<file path="src/rtl/arith_pkg.sv">
// Shared types and helpers for the sliced add/subtract datapath.
package arith_pkg;

  typedef enum logic [1:0] {
    MODE_ADD     = 2'b00,
    MODE_SUB     = 2'b01,
    MODE_ABSDIFF = 2'b10,
    MODE_SATSUB  = 2'b11
  } mode_t;

  typedef enum logic [1:0] {
    IDLE,
    CALC,
    NEG,
    DONE
  } state_t;

  function automatic int unsigned slice_count(input int unsigned width, input int unsigned chunk);
    return width / chunk;
  endfunction

endpackage

</file>
<file path="src/rtl/chunk_adder.sv">
// Combinational CHUNK-bit adder with carry-in/carry-out, shared by CALC and NEG.
module chunk_adder #(
  parameter int unsigned CHUNK = 4
) (
  input  logic [CHUNK-1:0] x,
  input  logic [CHUNK-1:0] y,
  input  logic             cin,
  output logic [CHUNK-1:0] sum,
  output logic             cout
);

  always_comb begin
    {cout, sum} = {1'b0, x} + {1'b0, y} + {{CHUNK{1'b0}}, cin};
  end

endmodule

</file>
<file path="src/rtl/sub_magnitude_seq.sv">
// Multi-cycle add/sub/absdiff/satsub unit, one CHUNK-bit slice per cycle, LSB first.
module sub_magnitude_seq
  import arith_pkg::*;
#(
  parameter int unsigned WIDTH = 8,
  parameter int unsigned CHUNK = 4
) (
  input  logic             clk,
  input  logic             rst_n,
  input  logic             in_valid,
  output logic             in_ready,
  input  logic [WIDTH-1:0] a,
  input  logic [WIDTH-1:0] b,
  input  logic [1:0]       mode,
  output logic             out_valid,
  input  logic             out_ready,
  output logic [WIDTH-1:0] result,
  output logic             neg,
  output logic             carry
);

  localparam int unsigned N  = slice_count(WIDTH, CHUNK);
  localparam int unsigned IW = (N > 1) ? $clog2(N) : 1;
  localparam logic [IW-1:0] LAST = IW'(N - 1);

  if (WIDTH % CHUNK != 0) begin : g_width_check
    $error("sub_magnitude_seq: WIDTH must be a multiple of CHUNK");
  end

  state_t           state;
  mode_t            mode_r;
  logic [WIDTH-1:0] a_sh, b_sh, raw, raw_next;
  logic [IW-1:0]    idx;
  logic             cy, raw_carry;
  logic [CHUNK-1:0] x, y, sum;
  logic             cout;

  chunk_adder #(.CHUNK(CHUNK)) u_adder (
    .x    (x),
    .y    (y),
    .cin  (cy),
    .sum  (sum),
    .cout (cout)
  );

  // NEG reuses the adder as ~slice + 0 + carry, rippling the +1 of the two's complement
  always_comb begin
    x = '0;
    y = '0;
    if (state == NEG) begin
      x = ~raw[CHUNK-1:0];
    end else begin
      x = a_sh[CHUNK-1:0];
      y = (mode_r == MODE_ADD) ? b_sh[CHUNK-1:0] : ~b_sh[CHUNK-1:0];
    end
    raw_next = (raw >> CHUNK) | (WIDTH'(sum) << (WIDTH - CHUNK));
  end

  always_ff @(posedge clk or negedge rst_n) begin
    if (!rst_n) begin
      state     <= IDLE;
      mode_r    <= MODE_ADD;
      in_ready  <= 1'b1;
      out_valid <= 1'b0;
      result    <= '0;
      neg       <= 1'b0;
      carry     <= 1'b0;
      a_sh      <= '0;
      b_sh      <= '0;
      raw       <= '0;
      idx       <= '0;
      cy        <= 1'b0;
      raw_carry <= 1'b0;
    end else begin
      case (state)
        IDLE: begin
          if (in_valid) begin
            a_sh     <= a;
            b_sh     <= b;
            mode_r   <= mode_t'(mode);
            cy       <= (mode != 2'b00);
            raw      <= '0;
            idx      <= '0;
            in_ready <= 1'b0;
            state    <= CALC;
          end
        end
        CALC: begin
          a_sh <= a_sh >> CHUNK;
          b_sh <= b_sh >> CHUNK;
          raw  <= raw_next;
          cy   <= cout;
          idx  <= idx + IW'(1);
          if (idx == LAST) begin
            idx       <= '0;
            raw_carry <= cout;
            if (mode_r == MODE_ABSDIFF && !cout) begin
              cy    <= 1'b1;
              state <= NEG;
            end else begin
              out_valid <= 1'b1;
              carry     <= cout;
              neg       <= (mode_r != MODE_ADD) && !cout;
              result    <= (mode_r == MODE_SATSUB && !cout) ? '0 : raw_next;
              state     <= DONE;
            end
          end
        end
        NEG: begin
          raw <= raw_next;
          cy  <= cout;
          idx <= idx + IW'(1);
          if (idx == LAST) begin
            idx       <= '0;
            out_valid <= 1'b1;
            carry     <= raw_carry;
            neg       <= 1'b1;
            result    <= raw_next;
            state     <= DONE;
          end
        end
        DONE: begin
          if (out_ready) begin
            out_valid <= 1'b0;
            in_ready  <= 1'b1;
            state     <= IDLE;
          end
        end
        default: state <= IDLE;
      endcase
    end
  end

endmodule

</file>
<file path="config.mk">
export PLATFORM = sky130hd
export DESIGN_NAME = sub_magnitude_seq
export DESIGN_NICKNAME = d
export VERILOG_FILES = /design/src/rtl/arith_pkg.sv /design/src/rtl/chunk_adder.sv /design/src/rtl/sub_magnitude_seq.sv
export SDC_FILE = /design/constraint.sdc
export NUM_CORES = 1
export LEC_CHECK = 0
export CORE_MARGIN = 1
export CORE_UTILIZATION = 40
export CTS_BUF_LIST = sky130_fd_sc_hd__clkbuf_4
export DETAILED_ROUTE_END_ITERATION = 10
export GPL_ROUTABILITY_DRIVEN = 0
export PLACE_DENSITY = 0.64
export SETUP_SLACK_MARGIN = 0.2
export SYNTH_ARGS = -nofsm -noshare
export SYNTH_HDL_FRONTEND = slang
export SYNTH_SLANG_ARGS = --single-unit
</file>
<file path="constraint.sdc">
create_clock -name clk -period 7.77 [get_ports clk]
set_clock_uncertainty 0.2 [all_clocks]
set_input_delay 1.554 -clock clk [delete_from_list [all_inputs] [get_ports clk]]
set_output_delay 1.554 -clock clk [all_outputs]
set_load 0.03 [all_outputs]
</file>
=== Word level (Yosys, flattened, before mapping) ===
Cells that the tools add are included.

* Add/sub/neg operators: 3
* Equal/unequal tests: 10
* Mux-type cells: 41
* Bitwise operators: 3
* Reduce and logical (&&, ||, !) cells: 24

{| class="wikitable"
|+ Operators by type and width
! operator !! number
|-
| $pmux W8 S2 || 4
|-
| $mux W8 || 7
|-
| $mux W1 || 16
|-
| $mux W4 || 3
|-
| $reduce_bool A2 Y1 || 6
|-
| $ne A2 B2 Y1 const B || 5
|-
| $reduce_and A2 Y1 || 5
|-
| $eq A2 B2 Y1 const B || 4
|-
| $mux W2 || 4
|-
| $not A4 Y4 || 2
|-
| $or A4 B8 Y8 || 1
|-
| $pmux W1 S2 || 4
|-
| $pmux W2 S4 || 1
|-
| $reduce_and A4 Y1 || 2
|-
| $pmux W1 S3 || 2
|-
| $reduce_bool A3 Y1 || 2
|-
| $add A4 B4 Y5 || 1
|-
| $add A5 B1 Y5 || 1
|-
| $reduce_and A5 Y1 || 1
|-
| $logic_not A2 Y1 || 2
|-
| $logic_and A1 B1 Y1 || 3
|-
| $reduce_and A3 Y1 || 1
|-
| $eq A2 B1 Y1 const B || 1
|-
| $reduce_or A2 Y1 || 1
|-
| other kinds (2) || 2
|}

* Flip-flop bits (word level): 43
* Input port bits: 22
* Output and inout port bits: 12

=== Logic depth before layout (Yosys ltp) ===
* Depth after elaboration: 11
* Gate-level depth with buffers: 13

=== Cells and area by module ===
Synthesis repeated with hierarchy kept, for this count alone.

* Cell total of the unflattened synthesis: 258
* Area, all modules: 2467.4 µm²

{| class="wikitable"
|+ Modules (own cells, without submodules)
! module !! instances !! cells each !! area each (µm²) !! sequential area each (µm²)
|-
| sub_magnitude_seq || 1 || 242 || 2323.5 || 1077.3
|-
| chunk_adder || 1 || 16 || 143.9 || 0.0
|}

=== Least setup slack after synthesis ===
Ideal clock, no wire load.

* Path type: register -> register
* From: register state[0]
* To: register state[0]
* Setup time: 0.129 ns
* Arrival time: 2.405 ns
* Required time: 7.441 ns
* Path slack: 5.035 ns
* Cell stages (with the launch flop): 13
* Cell sequence: dfrtp_1 inv_1 ha_1 clkbuf_1 nand2b_1 fa_1 inv_1 fa_1 nand3_2 and2_4 buf_6 a21oi_1 o41a_1

* Word-level cells in the longest chain between the ends: 9

{| class="wikitable"
|+ RTL lines
! element !! line !! source
|-
| start, declared || sub_magnitude_seq.sv:30 || <nowiki>state_t state;</nowiki>
|-
| start signal, assigned || sub_magnitude_seq.sv:61 || <nowiki>state <= IDLE;</nowiki>
|-
| start signal, assigned || sub_magnitude_seq.sv:85 || <nowiki>state <= CALC;</nowiki>
|-
| start signal, assigned || sub_magnitude_seq.sv:99 || <nowiki>state <= NEG;</nowiki>
|-
| $eq A2 B2 Y1 || sub_magnitude_seq.sv:50, sub_magnitude_seq.sv:75 ||
|-
| $mux W4 || sub_magnitude_seq.sv:50 || <nowiki>if (state == NEG) begin</nowiki>
|-
| $add A4 B4 Y5 || chunk_adder.sv:13 || <nowiki>{cout, sum} = {1'b0, x} + {1'b0, y} + {{CHUNK{1'b0}}, cin};</nowiki>
|-
| $add A5 B1 Y5 || chunk_adder.sv:13 ||
|-
| $logic_not A1 Y1 || sub_magnitude_seq.sv:97 || <nowiki>if (mode_r == MODE_ABSDIFF && !cout) begin</nowiki>
|-
| $logic_and A1 B1 Y1 || sub_magnitude_seq.sv:97 ||
|-
| $mux W1 || sub_magnitude_seq.sv:97 ||
|-
| $mux W2 || sub_magnitude_seq.sv:94 || <nowiki>if (idx == LAST) begin</nowiki>
|-
| $pmux W2 S4 || sub_magnitude_seq.sv:75 || <nowiki>case (state)</nowiki>
|}

Several ways; a longest one is shown, not always the timed one. The select of a mux whose other input is x is not followed.
A chain may end at the register's enable or synchronous reset.

=== Worst setup path in the final report ===
* From: register in_ready
* To: output port in_ready

{| class="wikitable"
|+ RTL lines
! element !! line !! source
|-
| start, declared || sub_magnitude_seq.sv:11 || <nowiki>output logic in_ready,</nowiki>
|-
| start signal, assigned || sub_magnitude_seq.sv:63 || <nowiki>in_ready <= 1'b1;</nowiki>
|-
| start signal, assigned || sub_magnitude_seq.sv:84 || <nowiki>in_ready <= 1'b0;</nowiki>
|-
| start signal, assigned || sub_magnitude_seq.sv:125 || <nowiki>in_ready <= 1'b1;</nowiki>
|}

No word-level cell between the ends.

==> metrics.md <==
| Metric | Value |
|---|---|
| Total global-route track usage | `0.173` |
| Average size of a mapped cell | `9.85 um2` |
| Routed wire length | `4590 um` |
| Area after DPL | `around 2600 um2` |
| Die Wd | `between 70 and 80 um` |
| Crit path max fanout | `3` |
| Mapped Nets | `260` |
| Post-synthesis cell type count | `40` |
| Minimum clock period | `between 3000 and 4000 ps` |
| RSZ-0062 raised after global routing | `false` |
| Cts bufs inserted | `5` |
| Yosys warns | `0` |
| CTS tree | `built` |
| Diode count | `0` |
| Die Span Y | `76.9 um` |
| Status | `finished clean` |
| Vias | `around 1800` |
| CP Buf/Inv Count | `1` |
| Area grow syn2layout | `17.6%` |
| DRT Pass-1 Iters | `4` |
| Cell Rows | `26` |
| Sequential share of the synthesized area | `0.480` |
| Root Buffer | `clkbuf_4` |
| Slew headroom | `0.353` |
| DP HPWL | `3370 um` |
| Cell area after synthesis | `between 2000 and 2500 um2` |
| Worst Setup Start Kind | `flip-flop` |
| Post-CTS setup buffers | `0` |
| Clock H-tree levels | `2` |
| Largest net degree at the start of global routing | `44` |
| Initial antenna violation count | `0` |
| Cells after Synth | `228` |
| Initial Utilization | `0.426` |
| I/O Pins | `34` |
| Period utilization | `0.429` |
| Grt ovf | `0` |
| Routed wire per std cell | `between 10 and 15 um` |
| DRC errors left | `0` |
| Type of the most critical hold path | `reg2reg` |
| Clock Sinks | `43` |
| CTS clock-pin slew for the worst setup and hold paths | `about 130 ps` |
| Worst slew pin tran | `just under 1000 ps` |
| CP required | `around 6000 ps` |
| Full die area | `5920 um2` |
| Maximum clock path buffer count | `2` |
| DRT iter0 DRCs | `56` |
| CP Capture Type | `output port` |
| Post-DRT Antenna Nets | `0` |
| First-pass GRT wire length | `roughly 8100 um` |
| Most frequent cells in the layout | `dfrtp_1, clkdlybuf4s50_1, a21oi_1` |
| Vias in the first global route | `approximately 1700` |
| Hold-fix buffers at CTS | `0` |
| Max cap viols | `0` |
| Max Fclk | `approximately 0.3 GHz` |
| Final setup fails | `0` |
| Commonest non-fill, non-tap cell in the layout | `dfrtp_1` |
| NumNets Final | `between 200 and 300` |
| Worst Path Arrival | `~1600 ps` |
| IO buf count | `33` |
| Share of layout cells above drive strength 1 | `0.0623` |
| Final Instance Area | `roughly 2600 um2` |
| Final hold vios | `0` |
| Number of synthesized register bits | `43` |
| CP Class | `reg2out` |
| Critical path's largest stage delay | `about 660 ps` |
| Fin. max-slew vios | `0` |
| Setup TNS | `0 ps` |
| Clk_lat worst skew | `360 ps` |
| CP max stage cell | `clkdlybuf4s50_1` |
| Crit-path leading delay family | `buffers and inverters` |
| Post-CTS sizing | `0` |
| Crit path cell chain | `clkdlybuf4s50_1` |
| Core footprint | `roughly 5300 um2` |
| Vias per Instance | `roughly 5.4` |
[per-layer routing]
metal	part of all wire	vias to the layer above	GRT usage	routed length, um
met3	0.032	7	0.0429	146
met5	0	-	0	0
met1	0.52	851	0.240	2370
met2	0.44	34	0.265	2010
li1	-	869	-	-
met4	0.012	0	0.0500	56
[tightest hold or removal path, stage by stage, from the launching register on]
cell and delay, ps:
dfrtp_1 360, nand2_1 50, o21ai_0 60
[synth_stat cells, drive strengths merged]
master | number | area share
buf | 9 | 0.028
mux2 | 1 | 0.0050
o22ai | 15 | 0.042
inv | 8 | 0.013
o211ai | 1 | 0.0033
xor2 | 4 | 0.016
and2b | 1 | 0.0033
xnor2 | 2 | 0.0078
nand2b | 2 | 0.0056
dfrtp | 42 | 0.47
nor2 | 12 | 0.020
nand3 | 1 | 0.0045
a21oi | 28 | 0.064
nand2 | 25 | 0.042
ha | 8 | 0.045
a31o | 1 | 0.0039
o21ai | 20 | 0.046
o221ai | 1 | 0.0039
o41a | 1 | 0.0050
a31oi | 3 | 0.015
a21o | 1 | 0.0033
fa | 2 | 0.018
nor3 | 3 | 0.0067
a22o | 15 | 0.058
clkinv | 1 | 0.0017
clkbuf | 3 | 0.0050
mux2i | 1 | 0.0045
and2 | 2 | 0.0067
dfstp | 1 | 0.012
nand3b | 1 | 0.0033
nor2b | 10 | 0.028
a211oi | 1 | 0.0033
a221o | 1 | 0.0045
and3b | 1 | 0.0039
[state kept, by name (all words and copies together) (netlist names)]
register / flops
cy: 1
a_sh: 8
result: 8
in_ready: 1
raw_carry: 1
idx: 1
carry: 1
mode_r: 2
neg: 1
state: 2
b_sh: 8
out_valid: 1
raw: 8
[per-stage QoR]
| step | cells | setup slack, ps | utilization | hold WS (ps) |
|---|---|---|---|---|
| floorplan | 228 | 5040 | - | 265 |
| global placement | 319 | 4300 | 0.490 | 264 |
| detailed placement | 319 | 4260 | 0.490 | 275 |
| CTS | 327 | 4430 | 0.501 | 303 |
| global route | 327 | 4390 | 0.501 | 330 |
| finish | 327 | 4440 | 0.501 | 296 |
[cells by family after synthesis]
group                      after synthesis  synth area share
DFF                                     43             0.480
and+or+nand+nor                         58             0.124
muxes                                    2           0.00947
xor gates and xnor gates                 6            0.0234
buffers and inverters                   21            0.0485
AOI/OAI and AO/OA                       88             0.253
adders and majority gates               10            0.0624
[final timing paths]
check                           slack (ps)        end     start  depth (start not counted)
worst max-delay path                  4440   in_ready  in_ready                          1
worst min-delay path                   300        neg       neg                          2
worst max register to register        4760      carry  state[0]                         10
worst min register to register         300        neg       neg                          2
max in group asynchronous             5670  result[1]     rst_n                          1
min in group asynchronous             1120   state[0]     rst_n                          1
[area by class of cell]
type / count / area [um2]
Inverter: 9 / 33.8
Clock inverter: 2 / 12.5
Tap cell: 70 / 87.6
Timing Repair Buffer: 33 / 325
Sequential cell: 43 / 1080
Fill cell: 528 / 2630
Clock buffer: 6 / 45.0
Multi-Input combinational cell: 164 / 1060
Power is not shown: default switching activity piles up to over one toggle a cycle in this logic, so the estimate is an artifact.
